$ cat src/rtl/rf_write_sched_pkg.sv
// Shared widths and the packed MDU result record for the RF write scheduler.
package rf_write_sched_pkg;
  localparam int REG_ADDR_W = 5;
  localparam int REG_NUM    = 32;
  localparam int DATA_W     = 32;

  typedef struct packed {
    logic [REG_ADDR_W-1:0] wa;
    logic [DATA_W-1:0]     wd;
  } md_result_t;
endpackage

$ cat src/rtl/rf_wsched_fifo.sv
// DEPTH-entry synchronous FIFO holding MDU results waiting for the RF write port.
module rf_wsched_fifo
  import rf_write_sched_pkg::*;
#(
  parameter int DEPTH = 2
) (
  input  logic                       clk,
  input  logic                       rst,
  input  logic                       push,
  input  md_result_t                 din,
  input  logic                       pop,
  output md_result_t                 head,
  output logic [$clog2(DEPTH):0]     count,
  output logic                       full,
  output logic                       empty
);
  localparam int PW = $clog2(DEPTH);
  localparam int CW = PW + 1;

  md_result_t      mem [DEPTH];
  logic [PW-1:0]   wr_ptr;
  logic [PW-1:0]   rd_ptr;
  logic            do_push;
  logic            do_pop;

  assign full    = (count == CW'(DEPTH));
  assign empty   = (count == '0);
  assign do_push = push & ~full;
  assign do_pop  = pop & ~empty;
  assign head    = mem[rd_ptr];

  always_ff @(posedge clk) begin
    if (do_push) mem[wr_ptr] <= din;
  end

  // DEPTH is a power of two, so the pointers wrap naturally.
  always_ff @(posedge clk or posedge rst) begin
    if (rst) begin
      wr_ptr <= '0;
      rd_ptr <= '0;
      count  <= '0;
    end else begin
      if (do_push) wr_ptr <= wr_ptr + 1'b1;
      if (do_pop)  rd_ptr <= rd_ptr + 1'b1;
      if (do_push && !do_pop)      count <= count + 1'b1;
      else if (do_pop && !do_push) count <= count - 1'b1;
    end
  end
endmodule

$ cat src/rtl/rf_write_sched.sv
// Arbitrates the RF write port between WB (priority) and buffered MDU results,
// and tracks pending MDU destinations. Optional same-cycle bypass: RF_WRITE_SCHED_BYPASS_EN.
module rf_write_sched
  import rf_write_sched_pkg::*;
#(
  parameter int DEPTH      = 2,
  parameter int STARVE_MAX = 4
) (
  input  logic        clk,
  input  logic        rst,
  input  logic        wb_we_i,
  input  logic [4:0]  wb_wa_i,
  input  logic [31:0] wb_wd_i,
  input  logic        md_issue_i,
  input  logic [4:0]  md_issue_wa_i,
  input  logic        md_valid_i,
  input  logic [4:0]  md_wa_i,
  input  logic [31:0] md_wd_i,
  output logic        md_ready_o,
  input  logic [4:0]  dec_ra1_i,
  input  logic [4:0]  dec_ra2_i,
  input  logic [4:0]  dec_wa_i,
  output logic        stall_o,
  output logic        hold_o,
  output logic        rf_we_o,
  output logic [4:0]  rf_wa_o,
  output logic [31:0] rf_wd_o
);
  localparam int CW = $clog2(DEPTH) + 1;

  md_result_t          head;
  md_result_t          md_in;
  logic [CW-1:0]       count;
  logic                full;
  logic                empty;
  logic                accept;
  logic                drain;
  logic                bypass;
  logic                enq;
  logic [REG_NUM-1:0]  pending;
  logic [REG_NUM-1:0]  pend_set;
  logic [REG_NUM-1:0]  pend_clr;
  logic [3:0]          starve_cnt;
  logic [3:0]          starve_nxt;

  assign md_in      = '{wa: md_wa_i, wd: md_wd_i};
  assign md_ready_o = (count != CW'(DEPTH));
  assign accept     = md_valid_i & ~full;
  assign drain      = ~wb_we_i & ~empty;

`ifdef RF_WRITE_SCHED_BYPASS_EN
  // Gated by rst so nothing reaches the RF port while the block is in reset.
  assign bypass = accept & empty & ~wb_we_i & (md_wa_i != '0) & ~rst;
`else
  assign bypass = 1'b0;
`endif

  assign enq = accept & (md_wa_i != '0) & ~bypass;

  rf_wsched_fifo #(.DEPTH(DEPTH)) u_fifo (
    .clk   (clk),
    .rst   (rst),
    .push  (enq),
    .din   (md_in),
    .pop   (drain),
    .head  (head),
    .count (count),
    .full  (full),
    .empty (empty)
  );

  always_comb begin
    rf_we_o = 1'b0;
    rf_wa_o = '0;
    rf_wd_o = '0;
    if (wb_we_i) begin
      rf_we_o = 1'b1;
      rf_wa_o = wb_wa_i;
      rf_wd_o = wb_wd_i;
    end else if (!empty) begin
      rf_we_o = 1'b1;
      rf_wa_o = head.wa;
      rf_wd_o = head.wd;
    end else if (bypass) begin
      rf_we_o = 1'b1;
      rf_wa_o = md_wa_i;
      rf_wd_o = md_wd_i;
    end
  end

  always_comb begin
    pend_set = '0;
    pend_clr = '0;
    if (drain)  pend_clr[head.wa] = 1'b1;
    if (bypass) pend_clr[md_wa_i] = 1'b1;
    if (md_issue_i && (md_issue_wa_i != '0)) pend_set[md_issue_wa_i] = 1'b1;
  end

  // A fresh issue to a register retiring this cycle must stay pending.
  always_ff @(posedge clk or posedge rst) begin
    if (rst) pending <= '0;
    else     pending <= (pending & ~pend_clr) | pend_set;
  end

  assign stall_o = (pending[dec_ra1_i] & (dec_ra1_i != '0))
                 | (pending[dec_ra2_i] & (dec_ra2_i != '0))
                 | (pending[dec_wa_i]  & (dec_wa_i  != '0))
                 | (md_issue_i & pending[md_issue_wa_i] & (md_issue_wa_i != '0));

  always_comb begin
    starve_nxt = starve_cnt;
    if (empty || drain)                   starve_nxt = '0;
    else if (starve_cnt != 4'(STARVE_MAX)) starve_nxt = starve_cnt + 1'b1;
  end

  always_ff @(posedge clk or posedge rst) begin
    if (rst) begin
      starve_cnt <= '0;
      hold_o     <= 1'b0;
    end else begin
      starve_cnt <= starve_nxt;
      hold_o     <= (starve_nxt == 4'(STARVE_MAX));
    end
  end
endmodule

$ cat config.mk
export PLATFORM = sky130hd
export DESIGN_NAME = rf_write_sched
export DESIGN_NICKNAME = d
export VERILOG_FILES = /design/src/rtl/rf_write_sched_pkg.sv /design/src/rtl/rf_wsched_fifo.sv /design/src/rtl/rf_write_sched.sv
export SDC_FILE = /design/constraint.sdc
export NUM_CORES = 1
export LEC_CHECK = 0
export ABC_AREA = 1
export CAP_MARGIN = 20
export CORE_AREA = 10 10 91 172
export CTS_BUF_LIST = sky130_fd_sc_hd__clkbuf_16
export DETAILED_ROUTE_END_ITERATION = 12
export DIE_AREA = 0 0 101 182
export GPL_ROUTABILITY_DRIVEN = 0
export PLACE_DENSITY_LB_ADDON = 0.3
export RECOVER_POWER = 50
export SLEW_MARGIN = 10
export SYNTH_ARGS = -nofsm -noshare
export SYNTH_HDL_FRONTEND = slang
export SYNTH_SLANG_ARGS = --single-unit
$ cat constraint.sdc
create_clock -name clk -period 3.4 [get_ports clk]
set_input_delay 0.34 -clock clk [delete_from_list [all_inputs] [get_ports clk]]
set_output_delay 0.34 -clock clk [all_outputs]
set_load 0.01 [all_outputs]
==> impl_metrics.tcl, run 1 <==
set metrics [dict create \
    status "completed" \
    peak_freq_mhz 331 \
    max_slew_margin 0.161 \
    worst_vdd_ir_mv 0.596 \
    route.detailed.wl_per_inst_um 18.5 \
    dp_worst_setup_slack_ps 602 \
    iter_0_drt_violations 330 \
    worst_ep_required_time_ps 3060 \
    post-route-worst-setup-slack_ps 382 \
    number_of_clock_buffers_inserted_by_tritoncts 25 \
    grt_overflow 0 \
    synth_edf_count 74 \
    mappedNetlistNets 866 \
    cts.reportedPaths.clkPinSlew_ps 50 \
    timing.final.hold_violations 0 \
    area_delta_synth_final_pct 34.8 \
    post_synth_num_cell_types 31 \
    place.detailed.instances 1042 \
    stdcell_area_um2 8640 \
    cts_hold_buf 0 \
    syn_avg_cell_area_um2 8.39 \
    critical_path.startpoint_type "flip-flop" \
    netlist_instances 764 \
    maximum_number_of_pins_on_one_net_before_global_route_repair 40 \
    cts_setup_buffers 0 \
    synth.largest_area_cell "edfxtp_1" \
    final.setup.tns_ps 0 \
    viasPerCell 5.49 \
    dp_hpwl_mm 15.2 \
    antenna_found_initial 3 \
    firstDrtPassIters 5 \
    ys_seq_elements 115 \
    holdCritPathClass "primary input to asynchronous set/reset pin" \
    io-pin-count 140 \
    rows 59 \
    postPlaceCellArea_um2 7960 \
    grt_first_pass_wirelength_mm 31.6 \
    clk_path_buf_depth 3 \
    report.final.setup_viol 0 \
    whs_ps 240 \
    crit_buf_inv 2 \
    power_mw 6.62 \
    fin_nets 1020 \
    grt_pass1_vias 6252 \
    final_antenna_net_count 0 \
    postCtsResizedCells 0 \
    synth-async-reset-ratio 0.357 \
    port_buffers 139 \
    chipHeight_um 182 \
    yosysWarnings 0 \
    fin_cells 1079 \
    tightestPinTransition_ps 1260 \
    post_route_cells_drive_above_1_share 0.0660 \
    die_footprint_um2 18400 \
    core_area_um2 12900 \
    postSynth.topFlopCell "edfxtp_1" \
    critical_path.slowest_cell "clkdlybuf4s50_1" \
    htree_levels 4 \
    worst_ep_arrival_time_ps 2680 \
    post_layout_utilization_of_the_core 0.669 \
    synth.top_cell.area_share 0.347 \
    power_leakage_nw 3.78 \
    critical_path.top_delay_family "buffers and inverters" \
    insertion_delay_ps 460 \
    gr-usage-all-layers 0.217 \
    slew_violations 0 \
    setup_repair_after_global_routing_missed_its_margin "no" \
    critPathKind "flip-flop to output port" \
    critical_path.cell_chain "nor2_1 > nor2_8 > inv_2 > o21ai_0 > clkdlybuf4s50_1" \
    timing.max_cap.violations 0 \
    synth_area_leaders "edfxtp_1 (35%), dfrtp_1 (16%), nand2_1 (15%), nand3_1 (5.8%), mux2i_1 (5.0%)" \
    clock_sinks 115 \
    power-per-cell-area_nw_per_um2 766 \
    postRouteWirelength_mm 19.9 \
    cts.root.buffer_cell "clkbuf_16" \
    worstPathMaxFanout 39 \
    drc_errors 0 \
    cts_tree "done" \
    sequential_share_of_the_synthesized_area 0.507 \
    crit_path_capture_type "output port" \
    initial_core_util 0.496 \
    layout_min_cycle_time_ps 3020 \
    timing.critical_path.slowest_cell_delay_ps 560 \
    netlist_area_um2 6410 \
    num_vias 5929 \
    timing.final.crit_share 0.888 \
    die_w_um 101 \
    finClkSkew_ps 19.5 \
]
cells by family (layout without fill, tap and decap cells):
logic type,after synthesis,in the layout,synth area share
AOI/OAI and AO/OA,123,123,0.103
xor gates and xnor gates,5,5,0.00683
adders and majority gates,3,3,0.00586
buffers and inverters,107,267,0.0722
DFF,115,115,0.507
muxes,33,33,0.0535
other,0,3,0
and+or+nand+nor,378,378,0.251
routing by layer:
metal	part of all wire	vias up	GRT usage
met2	0.54	260	0.387
met5	0	-	0
met3	0.072	87	0.0608
li1	-	2852	-
met1	0.34	2730	0.207
met4	0.055	0	0.138
path summary, 6_finish.rpt:
path | startpoint | endpoint | slack (ps) | cells after the start
worst max-delay path | u_fifo.count[0] | rf_wa_o[4] | 380 | 5
worst min-delay path | rst | starve_cnt[3] | 240 | 2
worst max register to register | u_fifo.count[0] | u_fifo.count[1] | 1150 | 7
worst min register to register | pending[8] | pending[8] | 500 | 2
max in group asynchronous | rst | pending[7] | 1140 | 4
min in group clk | pending[8] | pending[8] | 500 | 2
worst reg2reg max path, cell delays in order, from the launching register on:
cell	delay [ps]
dfrtp_1	410
nor2_1	400
nor2_8	80
inv_2	480
ha_1	370
a21oi_1	140
o21ai_0	120
xnor2_1	140
state kept, by name (all words and copies together) (netlist names):
register,cells
starve_cnt,4
u_fifo.rd_ptr,1
u_fifo.wr_ptr,1
hold_o,1
pending,32
u_fifo.count,2
u_fifo.mem,74
power by group:
part / switching, mW / internal [mW] / total, mW
registers: 0.284 / 1.96 / 2.25
logic: 1.44 / 0.938 / 2.37
clock network: 0.628 / 1.37 / 2.00
cell usage after synthesis, types with 3 or more instances:
library cell and instances:
nand3_1 74, or2_1 4, a21oi_1 3, dfrtp_1 41, nor2_1 27, buf_4 8
inv_1 71, o21ai_0 55, nor3_1 9, clkbuf_1 6, mux2i_1 32, o211ai_1 5
edfxtp_1 74, ha_1 3, xnor2_1 3, nand2_1 257, a31oi_1 3, o21ai_2 5
buf_2 13, o31ai_1 4, inv_2 4, o21ai_1 47, clkinv_1 3
area by class of cell:
type	instances	area, um^2
diodes	3	7.51
clock buffers	25	626
clock inverters	8	58.8
fillers	1034	4280
inverters	78	293
multi-input cells	542	2710
flip-flops and latches	115	3250
well taps	152	190
repair buffers	156	1510
cells in the final DEF, fill, tap and decap left out, types with 3 or more instances in the layout:
master	count
a21oi_1	3
a31oi_1	3
buf_4	14
clkbuf_16	25
clkdlybuf4s50_1	99
clkinv_1	5
dfrtp_1	41
diode_2	3
dlygate4sd3_1	40
edfxtp_1	74
ha_1	3
inv_1	74
inv_2	4
mux2i_1	32
nand2_1	257
nand3_1	74
nor2_1	26
nor3_1	9
o211ai_1	5
o21ai_0	62
o21ai_1	40
o21ai_2	5
o31ai_1	4
or2_1	4
xnor2_1	3
(Power assumes the default switching activity.)
==> inputs of run 2 (changes only) <==
Settings changed: CORE_AREA 10 10 91 172 to 2 2 83 164, DIE_AREA 0 0 101 182 to 0 0 85 166, GPL_ROUTABILITY_DRIVEN 0 to default.
==> run 2 against run 1 <==
The flow now finishes with violations (capacitance limit, slew limit). Via count grew 1.6%. Combinational power grew 4%. Sequential cell count stayed put. Core utilization about the same. Cell count barely moved. Sequential power is essentially flat. Clock skew is 9.9 ps lower. Power increased by 0.68%. Critical path depth up 7. Critical path type is now primary input to output port. Critical endpoint is now stall_o.
==> impl_metrics.tcl, run 2 (synthesis results as in run 1) <==
set metrics [dict create \
    status "finished with violations" \
    failed_checks "capacitance limit, slew limit" \
    drc_errors 0 \
    initial_core_util 0.496 \
    num_vias 6024 \
    final_antenna_net_count 0 \
    holdCritPathClass "flip-flop to flip-flop" \
    fin_nets 1024 \
    tightestPinTransition_ps 2240 \
    grt_overflow 0 \
    setup_repair_after_global_routing_missed_its_margin "no" \
    finClkSkew_ps 9.67 \
    power-per-cell-area_nw_per_um2 771 \
    postRouteWirelength_mm 21.2 \
    critical_path.reg2reg.startpoint "u_fifo.count[0]" \
    largest_reg_flops 74 \
    insertion_delay_ps 460 \
    reg2regPathDepth 5 \
    wl_met2_mm 11.7 \
    top_signal_layer_used "met4" \
    die_footprint_um2 14100 \
    critical_path.startpoint_type "primary input" \
    whs_ps 494 \
    chipHeight_um 166 \
    htree_levels 4 \
    setup.reg_to_reg.worst_slack_ps 520 \
    timing.final.hold_violations 0 \
    dp_hpwl_mm 16.1 \
    antenna_found_initial 0 \
    worstPathMaxFanout 12 \
    die_w_um 85 \
    critPathKind "primary input to output port" \
    postCtsResizedCells 0 \
    cts_tree "done" \
    hold_path_end "pending[22]" \
    maximum_number_of_pins_on_one_net_before_global_route_repair 42 \
    report.final.setup_viol 0 \
    clk_path_buf_depth 3 \
    antenna-diode-count 0 \
    final.setup.tns_ps 0 \
    final_common_cell "nand2_1" \
    top_regs "u_fifo.mem (74), pending (32), starve_cnt (4)" \
    number_of_clock_buffers_inserted_by_tritoncts 25 \
    post_route_cells_drive_above_1_share 0.0700 \
    viasPerCell 5.58 \
    final_cell_mix "nand2_1 (257), clkdlybuf4s50_1 (99), inv_1 (74), nand3_1 (74), edfxtp_1 (74)" \
    power_mw 6.66 \
    core_area_um2 12900 \
    cts_hold_buf 0 \
    layout_min_cycle_time_ps 2970 \
    iter_0_drt_violations 554 \
    max_slew_margin -0.494 \
    cts.reportedPaths.clkPinSlew_ps 50 \
    cts_setup_buffers 0 \
    wl_met3_mm 1.18 \
    io-pin-count 140 \
    route.detailed.wl_per_inst_um 19.6 \
    port_buffers 139 \
    layout.filler_cells 1020 \
    crit_path_capture_type "output port" \
    hold_path_startpoint "pending[22]" \
    timing.max_cap.violations 3 \
    largest-register "u_fifo.mem" \
    firstDrtPassIters 7 \
    worst_ep_required_time_ps 3060 \
    gr-usage-all-layers 0.309 \
    slew_violations 87 \
    grt_first_pass_wirelength_mm 32.8 \
    clock_sinks 115 \
    cts.root.buffer_cell "clkbuf_16" \
    critical_path.reg2reg.endpoint "u_fifo.mem[1][24]" \
    grt_pass1_vias 6338 \
    worst_vdd_ir_mv 0.782 \
    worst_ep_arrival_time_ps 2630 \
    peak_freq_mhz 336 \
    timing.final.crit_share 0.874 \
    area_delta_synth_final_pct 34.9 \
    hold_path_cells 2 \
    met1Wirelength_mm 6.57 \
    gp_congestion 1.06 \
    power_leakage_nw 3.79 \
    rows 59 \
]
[run 2: layer usage]
metal	vias up	track usage
li1	2855	-
met1	2801	0.283
met2	280	0.562
met3	88	0.0626
met4	0	0.249
met5	-	0
[run 2: layout make-up]
cell class                      count  area (um^2)  share of cell area
Sequential cell                   115         3250               0.376
Multi-Input combinational cell    542         2700               0.312
Timing Repair Buffer              160         1560               0.180
Clock buffer                       25          626              0.0724
Inverter                           78          293              0.0339
Tap cell                          152          190              0.0220
Clock inverter                      8         31.3             0.00362
[run 2: through the flow]
stage | instance area, um^2 | cells | worst slack [ps] | util
global route | 8640 | 1080 | 265 | 0.669
floorplan | 6410 | 764 | 681 | -
global placement | 8010 | 1047 | 527 | 0.620
CTS | 8660 | 1080 | 499 | 0.671
finish | 8640 | 1080 | 428 | 0.669
detailed placement | 8010 | 1047 | 517 | 0.620
[run 2: how the worst max path moves through the flow]
stage                                start               end  slack [ps]  cells past startpoint
after floorplan            u_fifo.count[0]  u_fifo.mem[1][0]         680                      4
final                     md_issue_wa_i[0]           stall_o         430                     12
after detailed placement  md_issue_wa_i[0]           stall_o         520                     12
after CTS                  u_fifo.count[0]       rf_wd_o[13]         500                      5
after global placement    md_issue_wa_i[0]           stall_o         530                     12
after global routing      md_issue_wa_i[0]           stall_o         260                     12
[run 2: worst max-delay path, cell delays in order]
cell and delay [ps]:
clkdlybuf4s50_1 460, buf_4 200, o21ai_0 440, nand2_1 100
nand2_1 90, nand2_1 50, nand2_1 60, nor2_1 50
a21oi_1 190, nor2_1 60, nand2_1 60, clkdlybuf4s50_1 530
[run 2: where the power goes]
| group | switching (mW) | internal, mW | total, mW |
|---|---|---|---|
| Clock | 0.629 | 1.29 | 1.92 |
| Combinational | 1.51 | 0.958 | 2.47 |
| Sequential | 0.307 | 1.96 | 2.27 |
